$ cat config.mk
export PLATFORM = sky130hd
export DESIGN_NAME = demux1to16_pkt_flat
export DESIGN_NICKNAME = d
export VERILOG_FILES = /design/src/rtl/demux1to16_pkt_pkg.sv /design/src/rtl/demux1to16_pkt_if.sv /design/src/rtl/demux1to16_pkt.sv /design/src/flat_wrapper.sv
export SDC_FILE = /design/constraint.sdc
export NUM_CORES = 1
export LEC_CHECK = 0
export CAP_MARGIN = 20
export CORE_MARGIN = 3
export CORE_UTILIZATION = 25
export CTS_CLUSTER_DIAMETER = 100
export DETAILED_ROUTE_END_ITERATION = 6
export PLACE_DENSITY_LB_ADDON = 0.15
export SETUP_SLACK_MARGIN = 0.1
export SYNTH_ARGS = -nofsm -noshare
export SYNTH_HDL_FRONTEND = slang
export SYNTH_SLANG_ARGS = --single-unit
export TNS_END_PERCENT = 10
$ cat constraint.sdc
create_clock -name i_clk -period 2.3 [get_ports i_clk]
set_clock_uncertainty 0.05 [all_clocks]
set_input_delay 0.23 -clock i_clk [delete_from_list [all_inputs] [get_ports i_clk]]
set_output_delay 0.23 -clock i_clk [all_outputs]
set_load 0.01 [all_outputs]
$ cat src/rtl/demux1to16_pkt_pkg.sv
package demux1to16_pkt_pkg;

  localparam int unsigned DMX_DATA_WIDTH = 32;
  localparam int unsigned DMX_PORT_NUM   = 16;
  localparam int unsigned DMX_LEN_WIDTH  = 16;

  typedef enum logic {
    IDLE = 1'b0,
    PKT  = 1'b1
  } dmx_state_e;

endpackage

$ cat src/rtl/demux1to16_pkt_if.sv
// Beat stream in, per-port beat streams out. The master drives the input
// stream and observes the ports; the slave is the dispatcher itself.
interface demux1to16_pkt_if
   import demux1to16_pkt_pkg::*;
#(
   parameter int unsigned PORT_NUM   = DMX_PORT_NUM,
   parameter int unsigned DATA_WIDTH = DMX_DATA_WIDTH
) ();

   localparam int unsigned DEST_W = $clog2(PORT_NUM);

   logic                                 i_wr_sop;
   logic                                 i_wr_eop;
   logic                                 i_wr_vld;
   logic [DEST_W-1:0]                    i_wr_dest;
   logic [DATA_WIDTH-1:0]                i_wr_data;

   logic [PORT_NUM-1:0]                  o_wr_sop;
   logic [PORT_NUM-1:0]                  o_wr_eop;
   logic [PORT_NUM-1:0]                  o_wr_vld;
   logic [PORT_NUM-1:0][DATA_WIDTH-1:0]  o_wr_data;

   modport master (
      output i_wr_sop, i_wr_eop, i_wr_vld, i_wr_dest, i_wr_data,
      input  o_wr_sop, o_wr_eop, o_wr_vld, o_wr_data
   );

   modport slave (
      input  i_wr_sop, i_wr_eop, i_wr_vld, i_wr_dest, i_wr_data,
      output o_wr_sop, o_wr_eop, o_wr_vld, o_wr_data
   );

endinterface

$ cat src/rtl/demux1to16_pkt.sv
// Packet-aware 1-to-N write dispatcher: steers each whole packet to the port
// named by the destination sampled at sop. Outputs are registered (1-cycle
// latency); framing errors produce a single-cycle o_err pulse.
module demux1to16_pkt
   import demux1to16_pkt_pkg::*;
#(
   parameter int unsigned PORT_NUM   = DMX_PORT_NUM,
   parameter int unsigned DATA_WIDTH = DMX_DATA_WIDTH,
   parameter int unsigned LEN_WIDTH  = DMX_LEN_WIDTH
) (
   input  logic                  i_clk,
   input  logic                  i_rst_n,
   input  logic                  i_en,
   demux1to16_pkt_if.slave       wr,
   output logic                  o_busy,
   output logic                  o_err,
   output logic [LEN_WIDTH-1:0]  o_pkt_len
);

   localparam int unsigned DEST_W = $clog2(PORT_NUM);

   dmx_state_e                           state_q, state_d;
   logic [DEST_W-1:0]                    dest_q, dest_d;
   logic [LEN_WIDTH-1:0]                 cnt_q, cnt_d, cnt_inc, len_d;
   logic                                 err_d;
   logic                                 fwd;
   logic [DEST_W-1:0]                    fwd_dest;

   logic [PORT_NUM-1:0]                  vld_d, sop_d, eop_d;
   logic [PORT_NUM-1:0][DATA_WIDTH-1:0]  data_d;

   // Beat counter saturates at all-ones instead of wrapping.
   assign cnt_inc = (cnt_q == '1) ? cnt_q : cnt_q + LEN_WIDTH'(1);

   assign o_busy = (state_q == PKT);

   // FSM, dest latch, counter and pkt_len registers.
   always_ff @(posedge i_clk or negedge i_rst_n) begin
      if (!i_rst_n) begin
         state_q   <= IDLE;
         dest_q    <= '0;
         cnt_q     <= '0;
         o_pkt_len <= '0;
         o_err     <= 1'b0;
      end else begin
         state_q   <= state_d;
         dest_q    <= dest_d;
         cnt_q     <= cnt_d;
         o_pkt_len <= len_d;
         o_err     <= err_d;
      end
   end

   // Next-state, forwarding decision and framing-error detection.
   always_comb begin
      state_d  = state_q;
      dest_d   = dest_q;
      cnt_d    = cnt_q;
      len_d    = o_pkt_len;
      err_d    = 1'b0;
      fwd      = 1'b0;
      fwd_dest = dest_q;
      if (wr.i_wr_vld) begin
         if (wr.i_wr_sop) begin
            // A sop inside an open packet abandons it and restarts with this
            // beat as a fresh sop; i_en only gates packets started from IDLE.
            if (state_q == PKT) err_d = 1'b1;
            if (i_en || (state_q == PKT)) begin
               fwd      = 1'b1;
               fwd_dest = wr.i_wr_dest;
               dest_d   = wr.i_wr_dest;
               cnt_d    = LEN_WIDTH'(1);
               if (wr.i_wr_eop) begin
                  len_d   = LEN_WIDTH'(1);
                  state_d = IDLE;
               end else begin
                  state_d = PKT;
               end
            end
         end else if (state_q == PKT) begin
            fwd   = 1'b1;
            cnt_d = cnt_inc;
            if (wr.i_wr_eop) begin
               len_d   = cnt_inc;
               state_d = IDLE;
            end
         end else begin
            err_d = 1'b1;
         end
      end
   end

   // One-hot steering of the forwarded beat; unselected ports stay all-zero.
   always_comb begin
      vld_d  = '0;
      sop_d  = '0;
      eop_d  = '0;
      data_d = '0;
      for (int unsigned p = 0; p < PORT_NUM; p++) begin
         if (fwd && (fwd_dest == DEST_W'(p))) begin
            vld_d[p]  = 1'b1;
            sop_d[p]  = wr.i_wr_sop;
            eop_d[p]  = wr.i_wr_eop;
            data_d[p] = wr.i_wr_data;
         end
      end
   end

   // Registered per-port outputs.
   always_ff @(posedge i_clk or negedge i_rst_n) begin
      if (!i_rst_n) begin
         wr.o_wr_vld  <= '0;
         wr.o_wr_sop  <= '0;
         wr.o_wr_eop  <= '0;
         wr.o_wr_data <= '0;
      end else begin
         wr.o_wr_vld  <= vld_d;
         wr.o_wr_sop  <= sop_d;
         wr.o_wr_eop  <= eop_d;
         wr.o_wr_data <= data_d;
      end
   end

endmodule

$ cat src/flat_wrapper.sv
// flat-port wrapper written by rule: the top's interface ports become plain ports
module demux1to16_pkt_flat import demux1to16_pkt_pkg::*;
#(
   parameter int unsigned PORT_NUM   = DMX_PORT_NUM,
   parameter int unsigned DATA_WIDTH = DMX_DATA_WIDTH,
   parameter int unsigned LEN_WIDTH  = DMX_LEN_WIDTH
)
  (i_clk, i_rst_n, i_en, o_busy, o_err, o_pkt_len, wr_i_wr_sop, wr_i_wr_eop, wr_i_wr_vld, wr_i_wr_dest, wr_i_wr_data, wr_o_wr_sop, wr_o_wr_eop, wr_o_wr_vld, wr_o_wr_data);
  demux1to16_pkt_if #(.PORT_NUM(PORT_NUM), .DATA_WIDTH(DATA_WIDTH)) wr_i ();
  input  logic i_clk;
  input  logic i_rst_n;
  input  logic i_en;
  output logic o_busy;
  output logic o_err;
  output logic [LEN_WIDTH-1:0] o_pkt_len;
  input wire logic [$bits(wr_i.i_wr_sop)-1:0] wr_i_wr_sop;
  input wire logic [$bits(wr_i.i_wr_eop)-1:0] wr_i_wr_eop;
  input wire logic [$bits(wr_i.i_wr_vld)-1:0] wr_i_wr_vld;
  input wire logic [$bits(wr_i.i_wr_dest)-1:0] wr_i_wr_dest;
  input wire logic [$bits(wr_i.i_wr_data)-1:0] wr_i_wr_data;
  output wire logic [$bits(wr_i.o_wr_sop)-1:0] wr_o_wr_sop;
  output wire logic [$bits(wr_i.o_wr_eop)-1:0] wr_o_wr_eop;
  output wire logic [$bits(wr_i.o_wr_vld)-1:0] wr_o_wr_vld;
  output wire logic [$bits(wr_i.o_wr_data)-1:0] wr_o_wr_data;
  assign wr_i.i_wr_sop = wr_i_wr_sop;
  assign wr_i.i_wr_eop = wr_i_wr_eop;
  assign wr_i.i_wr_vld = wr_i_wr_vld;
  assign wr_i.i_wr_dest = wr_i_wr_dest;
  assign wr_i.i_wr_data = wr_i_wr_data;
  assign wr_o_wr_sop = wr_i.o_wr_sop;
  assign wr_o_wr_eop = wr_i.o_wr_eop;
  assign wr_o_wr_vld = wr_i.o_wr_vld;
  assign wr_o_wr_data = wr_i.o_wr_data;
  demux1to16_pkt #(.PORT_NUM(PORT_NUM), .DATA_WIDTH(DATA_WIDTH), .LEN_WIDTH(LEN_WIDTH)) u_core (.i_clk(i_clk), .i_rst_n(i_rst_n), .i_en(i_en), .wr(wr_i), .o_busy(o_busy), .o_err(o_err), .o_pkt_len(o_pkt_len));
endmodule
==> key figures, run 1 <==
Synthesis
  • Synth async-reset ratio: 1.000
  • Main synth FF type: sky130_fd_sc_hd__dfrtp_1
  • Number of enable flip-flop cells after synthesis: 0
  • Synthesized Nets: 1,634
  • Gate Count Post-Synth: 1,591
  • Post-synth top area share: 0.7621
  • Post-synthesis sequential element count: ~600
  • Warnings, synthesis: 0
  • Leading cell types by total area after synthesis: sky130_fd_sc_hd__dfrtp_1 (76%), sky130_fd_sc_hd__nor2_1 (6.9%), sky130_fd_sc_hd__and2_1 (6.4%)
  • Cell taking the most area after synthesis: sky130_fd_sc_hd__dfrtp_1
  • Sequential element share of the synthesized area: 0.7621
  • Syn avg cell area: 12.34 um^2
  • Post-synth cell types: 44
  • Cell Area, Synth: between 15,000 and 20,000 um^2

Floorplan
  • Area of the die: 81,940 um^2
  • Die W: roughly 290 um
  • Row Count: 102
  • Number of placed I/O pins: 620
  • Die Y-Extent: ~290 um
  • Initial standard-cell utilization of the core: 0.2530
  • Core Area: slightly below 80,000 um^2

Placement
  • Number of buffers inserted by port buffering: ~620
  • Routability-driven placement congestion ratio: 0.8117
  • Dpl hpwl: 53,230 um
  • Post-Place Setup Slack: -0.1871 ns

Power
  • Power after layout: 0.02402 W
  • Leakage dissipation: around 14 nW
  • Pwr per Cell Area: approximately 790 nW/um^2
  • Peak ir drop on the vdd network: 0.5269 mV

Clock network
  • TritonCTS clock tree: yes
  • Number of buffers between clock root and the deepest sink: 3
  • Root Buffer: sky130_fd_sc_hd__clkbuf_16
  • Latest clock arrival within the worst-skew pair: ~0.58 ns
  • Number of H-tree branching levels: 3
  • Clock-pin slew on the worst setup and hold paths: 0.06 ns
  • Clock net sink count: between 500 and 600
  • Number of buffers created by CTS: roughly 70

Timing
  • Fin worst setup slack: 0.2689 ns
  • Max Clk Rate: a little under 0.5 GHz
  • Tcrit/Tclk final: 0.8831
  • Fin. max-slew vios: 0
  • Unrepaired setup endpoints after global routing: yes
  • Number of failing setup endpoints in the final timing report: 0
  • Clock period minus worst slack: roughly 2 ns
  • Setup_tns: 0 ns
  • Worst slew pin tran: between 0.7 and 0.8 ns
  • Final number of hold-violating endpoints: 0
  • Normalized max-slew margin: 0.4929

Finish
  • Layout overhead on the synthesized area: 54.16%
  • Share of final-layout standard cells stronger than drive strength 1: 0.1045
  • Area of combinational cells with multiple inputs: between 4000 and 5000 um^2
  • Seq. cell area: roughly 15,000 um^2
  • Nets: approximately 2,300
  • Total inserted antenna cells: 0
  • Filler cells: around 7,500
  • Final cell utilization of the core: 0.3901

Global routing
  • Number of antenna violations at the first check in global routing: 3
  • Via count of the first global-routing pass: about 15,000
  • Pin count of the biggest net entering global routing: 91
  • Remaining Overflow, GRT: 0
  • Global-route total usage across every layer: 0.1797
  • Global-route wire length before repair: around 110,000 um

Worst setup path
  • Crit-path max FO: 12
  • Required time of the critical path: around 2.8 ns
  • Kind of end point of the critical path: flip-flop
  • WS Path Type: reg2reg
  • Critical Path AT: ~2.5 ns
  • Cell class contributing the biggest share of worst-path delay: buffers and inverters
  • Cells on worst reg2reg path: 9
  • Crit path cell chain: o211ai_4 -> buf_4 -> mux2i_4 -> inv_2 -> nor2_4 -> buf_12 -> clkbuf_16 -> nand2_1 -> nor2_1
  • Terminus of the critical flop-to-flop path: u_core.wr.o_wr_data[410]
  • Maximum single-stage delay on the critical path: 0.40 ns
  • Crit start category: flip-flop
  • Master of the slowest instance on the critical path: sky130_fd_sc_hd__dfrtp_1
  • Register-to-Register Setup Slack: 0.27 ns
  • Launching point of the worst reg2reg path: u_core.o_busy
  • Combined buffer and inverter count along the critical path: 4

Detailed routing
  • Initial DRC Count: 699
  • Total number of vias: around 14,000
  • Routed Wire Length: 75,230 um
  • First drt pass iteration count: 5
  • Routed length per instance: approximately 22 um
  • DRT antenna net count: 0
  • Residual DRC: 0
  • Vias per cell: between 4 and 5

Hold path
  • Kind of path behind the tightest hold check: in2async

Status
  • Outcome: finished, final reports clean

Job
  • Max-cap violations: 0
-- what timing repair did --
action                                  4_1_cts  5_1_grt
resized for setup                             0        1
hold buffers                                  1        0
endpoints found under the setup margin        0        8
buffers inserted                              0        3
hold endpoints to repair                    299        0
-- state kept, by name (all words and copies together), names as in the netlist --
register,count
u_core.dest_q,4
u_core.wr.o_wr_sop,16
u_core.wr.o_wr_data,512
u_core.o_err,1
u_core.cnt_q,16
u_core.o_pkt_len,16
u_core.o_busy,1
u_core.wr.o_wr_eop,16
u_core.wr.o_wr_vld,16
-- where the power goes --
group          leakage [nW]  internal [W]  switching (W)
Combinational          4.37      0.000919        0.00155
Sequential             8.31        0.0107       0.000115
Clock                  1.08       0.00637        0.00432
-- synthesized netlist by cell type (all sizes together) (2+ instances only) --
library cell	count
nor2	367
nor4	4
xor2	4
o211ai	3
mux2i	9
and4	5
and2	201
a21o	2
nand4	11
nand3	11
o21a	5
xnor2	4
o31ai	2
o21ai	22
a31o	2
buf	32
and3	5
nand2	168
a31oi	3
inv	7
clkbuf	87
dfrtp	598
a22o	3
nor3	11
a21oi	13
-- layout by cell type (no fill, tap or decap), types with 13 or more instances in the layout --
master	n
sky130_fd_sc_hd__nor2_1	359
sky130_fd_sc_hd__clkdlybuf4s50_1	618
sky130_fd_sc_hd__a21oi_1	13
sky130_fd_sc_hd__clkbuf_16	70
sky130_fd_sc_hd__nand2_1	166
sky130_fd_sc_hd__and2_1	201
sky130_fd_sc_hd__buf_12	32
sky130_fd_sc_hd__dfrtp_1	598
sky130_fd_sc_hd__o21ai_0	22
sky130_fd_sc_hd__buf_4	82
-- routing by layer --
layer / vias up / track usage / wire (um)
li1: 6300 / - / -
met1: 7127 / 0.2113 / 29470
met2: 501 / 0.3071 / 37420
met3: 139 / 0.05600 / 5470
met4: 0 / 0.06871 / 2869
met5: - / 0 / 0
-- area by class of cell --
type | count | area share
Sequential cell | 598 | 0.4944
Timing Repair Buffer | 735 | 0.2475
Multi-Input combinational cell | 867 | 0.1408
Clock buffer | 93 | 0.06399
Tap cell | 1040 | 0.04299
Clock inverter | 25 | 0.009425
Inverter | 7 | 0.0008681
-- kinds of logic (layout without fill, tap and decap cells) --
logic type / count (synthesis) / in the layout / share of synthesized area
buffers and inverters: 126 / 860 / 0.02530
muxes: 9 / 9 / 0.004779
DFF: 598 / 598 / 0.7621
AOI/OAI and AO/OA: 63 / 63 / 0.02097
adders and majority gates: 1 / 1 / 0.0006371
and+or+nand+nor: 786 / 786 / 0.1826
xor gates and xnor gates: 8 / 8 / 0.003568
-- stage by stage --
step / instance area [um^2] / hold WS [ns] / instances
floorplan: 19640 / -0.1156 / 1591
global placement: 27970 / 0.1825 / 3242
detailed placement: 27970 / 0.1853 / 3242
CTS: 30210 / 0.1201 / 3361
global route: 30270 / 0.1687 / 3365
finish: 30270 / 0.1631 / 3365
-- worst max-delay path by stage --
stage                               end  cells after the start  slack, ns           from
3_3_place_gp   u_core.wr.o_wr_data[181]                      9      -0.18           i_en
4_1_cts        u_core.wr.o_wr_data[181]                      8       0.14  u_core.o_busy
2_1_floorplan   u_core.wr.o_wr_data[34]                      8       0.19  u_core.o_busy
5_1_grt        u_core.wr.o_wr_data[287]                      6       0.09  u_core.o_busy
3_5_place_dp   u_core.wr.o_wr_data[181]                      9      -0.19           i_en
6_report       u_core.wr.o_wr_data[410]                      9       0.27  u_core.o_busy
Note: power is estimated with default switching activity, not from simulation.
==> run 2: changes to the inputs <==
CORE_ASPECT_RATIO = 1.1   (was not set)
CORE_MARGIN = not set   (was 3)
==> run 2 against run 1 <==
Compared with the run above:
- worst setup slack got worse by 0.11 ns
- clock-buffer cell count decreased by 2
- hold slack got worse by 0.046 ns
- largest power group is now clock
==> key figures, run 2 (synthesized netlist as in run 1, its figures left out) <==
Worst setup path
  • WS Path Type: reg2reg
  • Kind of end point of the critical path: flip-flop
  • Crit start category: flip-flop
  • Crit-path max FO: 31 (+19)
  • Required time of the critical path: 2.72 ns (-0.04 ns)
  • Critical Path AT: 2.56 ns (+0.07 ns)
  • Cells on worst reg2reg path: 7 (-2)

Detailed routing
  • Initial DRC Count: 801 (+15%)
  • Residual DRC: 0 (unchanged)
  • Vias per cell: 4.207 (+0.64%)
  • First drt pass iteration count: 5 (unchanged)
  • Routed Wire Length: 73,930 um (-1.7%)
  • Routed length per instance: 22.05 um (-1.3%)
  • Total number of vias: 14,100 (+0.25%)
  • DRT antenna net count: 0 (unchanged)

Clock network
  • Root Buffer: sky130_fd_sc_hd__clkbuf_16
  • TritonCTS clock tree: yes
  • Latest clock arrival within the worst-skew pair: 0.59 ns (about the same)
  • Clock-pin slew on the worst setup and hold paths: 0.06 ns (about the same)
  • Clock net sink count: 598 (unchanged)
  • Number of H-tree branching levels: 3 (unchanged)
  • Number of buffers between clock root and the deepest sink: 3 (unchanged)
  • Number of buffers created by CTS: 67 (-1.5%)

Placement
  • DP Area: 27,860 um^2 (-0.42%)
  • Routability-driven placement congestion ratio: 0.7973 (-1.8%)
  • Dpl hpwl: 52,340 um (-1.7%)
  • Number of buffers inserted by port buffering: 619 (unchanged)
  • Total instance count after detailed placement: 3,227 (-0.46%)

Hold path
  • Kind of path behind the tightest hold check: in2async

Timing
  • Setup_tns: 0 ns (unchanged)
  • Final number of hold-violating endpoints: 0 (unchanged)
  • Hold WS: 0.1168 ns (-0.04630 ns)
  • Worst slew pin tran: 0.7634 ns (+0.005178 ns)
  • Max Clk Rate: 0.4676 GHz (-5.0%)
  • Number of failing setup endpoints in the final timing report: 0 (unchanged)
  • Clock period minus worst slack: 2.138 ns (+0.1073 ns)
  • Normalized max-slew margin: 0.4894 (-0.003463)
  • Tcrit/Tclk final: 0.9298 (+0.04667)
  • Unrepaired setup endpoints after global routing: yes
  • Fin. max-slew vios: 0 (unchanged)

Finish
  • Highest-count cells in the layout ignoring fill and taps: sky130_fd_sc_hd__clkdlybuf4s50_1 (618), sky130_fd_sc_hd__dfrtp_1 (598), sky130_fd_sc_hd__nor2_1 (360)
  • Filler cells: 7,498 (-0.61%)
  • Finished layout cell area: 30,190 um^2 (-0.27%)
  • Layout overhead on the synthesized area: 53.74%
  • Leading cell type in the layout, fill and taps excluded: sky130_fd_sc_hd__clkdlybuf4s50_1
  • Max reg flops: 512 (unchanged)
  • Nets: 2,305 (-0.65%)
  • Count of placed standard cells in the final layout, fillers left out: 3,352 (-0.39%)
  • Register with the highest flop count: u_core.wr.o_wr_data
  • Share of final-layout standard cells stronger than drive strength 1: 0.09944 (-0.005078)

Global routing
  • Number of antenna violations at the first check in global routing: 4 (+1)
  • Global-route wire length before repair: 106,300 um (-0.92%)
  • Pin count of the biggest net entering global routing: 68 (-25%)
  • Global-route total usage across every layer: 0.1821 (+0.002391)
  • Via count of the first global-routing pass: 14,970 (+0.26%)
  • Remaining Overflow, GRT: 0 (unchanged)

Power
  • Peak ir drop on the vdd network: 0.5174 mV (-1.8%)
  • Pwr per Cell Area: 807.4 nW/um^2 (+1.8%)
  • Leakage dissipation: 13.72 nW (-0.35%)
  • Power after layout: 0.02437 W (+1.5%)

Floorplan
  • Number of placed I/O pins: 620 (unchanged)
  • Die W: 269.2 um (-6.0%)
  • Initial standard-cell utilization of the core: 0.2529 (about the same)
  • Die Y-Extent: 295.9 um (+3.4%)
  • Core Area: 77,650 um^2 (about the same)
  • Area of the die: 79,670 um^2 (-2.8%)
  • Row Count: 107 (+4.9%)

Status
  • Outcome: finished, final reports clean

Job
  • Max-cap violations: 0 (unchanged)
run 2: cell types whose count changed in the layout (fill, tap and decap cells not counted), sizes merged:
cell	delta
clkinvlp	-4
buf	-13
clkinv	+2
bufinv	+3
inv	+3
clkbuf	-3
diode	+4
run 2: timing repair:
item | in CTS | in global routing
endpoints found under the hold margin | 392 | 0
resized for setup | 1 | 0
setup endpoints to repair | 1 | 2
setup buffers | 0 | 0
hold buffers | 1 | 0
run 2: path summary, 6_finish.rpt:
path                                      from                       end  slack, ns
min in group i_clk             wr_i_wr_data[2]  u_core.wr.o_wr_data[258]       0.39
max in group asynchronous              i_rst_n  u_core.wr.o_wr_data[232]       1.22
hold / removal                         i_rst_n   u_core.wr.o_wr_data[50]       0.12
setup reg to reg                 u_core.o_busy   u_core.wr.o_wr_data[24]       0.16
setup / recovery                 u_core.o_busy   u_core.wr.o_wr_data[24]       0.16
hold reg to reg            u_core.o_pkt_len[3]       u_core.o_pkt_len[3]       0.44
run 2: report_power, final:
group	switching [W]	internal, W	total, W
combinational	0.00150	0.000851	0.00235
sequential	0.000141	0.0107	0.0109
clock	0.00454	0.00661	0.0111
run 2: cell type report:
| cell class | instances | area (um^2) | share of cell area |
|---|---|---|---|
| multi-input cells | 867 | 4264 | 0.1413 |
| repair buffers | 721 | 7320 | 0.2425 |
| well taps | 1035 | 1295 | 0.04290 |
| diodes | 4 | 10.01 | 0.0003316 |
| clock inverters | 29 | 431.7 | 0.01430 |
| flip-flops and latches | 598 | 14960 | 0.4957 |
| inverters | 7 | 26.28 | 0.0008704 |
| clock buffers | 91 | 1877 | 0.06217 |
run 2: routing by layer:
| layer | share of wire | wire length, um | GRT usage |
|---|---|---|---|
| met1 | 0.40 | 29370 | 0.2139 |
| met2 | 0.50 | 37280 | 0.3155 |
| met3 | 0.068 | 4992 | 0.05401 |
| met4 | 0.031 | 2289 | 0.06411 |
| met5 | 0 | 0 | 0 |
run 2: worst max-delay path, stage by stage, from the launching register on:
cell	delay [ns]
sky130_fd_sc_hd__dfrtp_1	0.41
sky130_fd_sc_hd__o211ai_4	0.19
sky130_fd_sc_hd__buf_12	0.15
sky130_fd_sc_hd__mux2i_2	0.31
sky130_fd_sc_hd__buf_4	0.19
sky130_fd_sc_hd__nand4_1	0.14
sky130_fd_sc_hd__buf_4	0.30
sky130_fd_sc_hd__nor2_1	0.26
run 2: stage by stage:
step / setup slack [ns] / utilization
finish: 0.1615 / 0.3888
global route: 0.06177 / 0.3887
CTS: 0.1387 / 0.3886
detailed placement: -0.2546 / 0.3587
global placement: -0.2092 / 0.3587
floorplan: 0.1916 / -
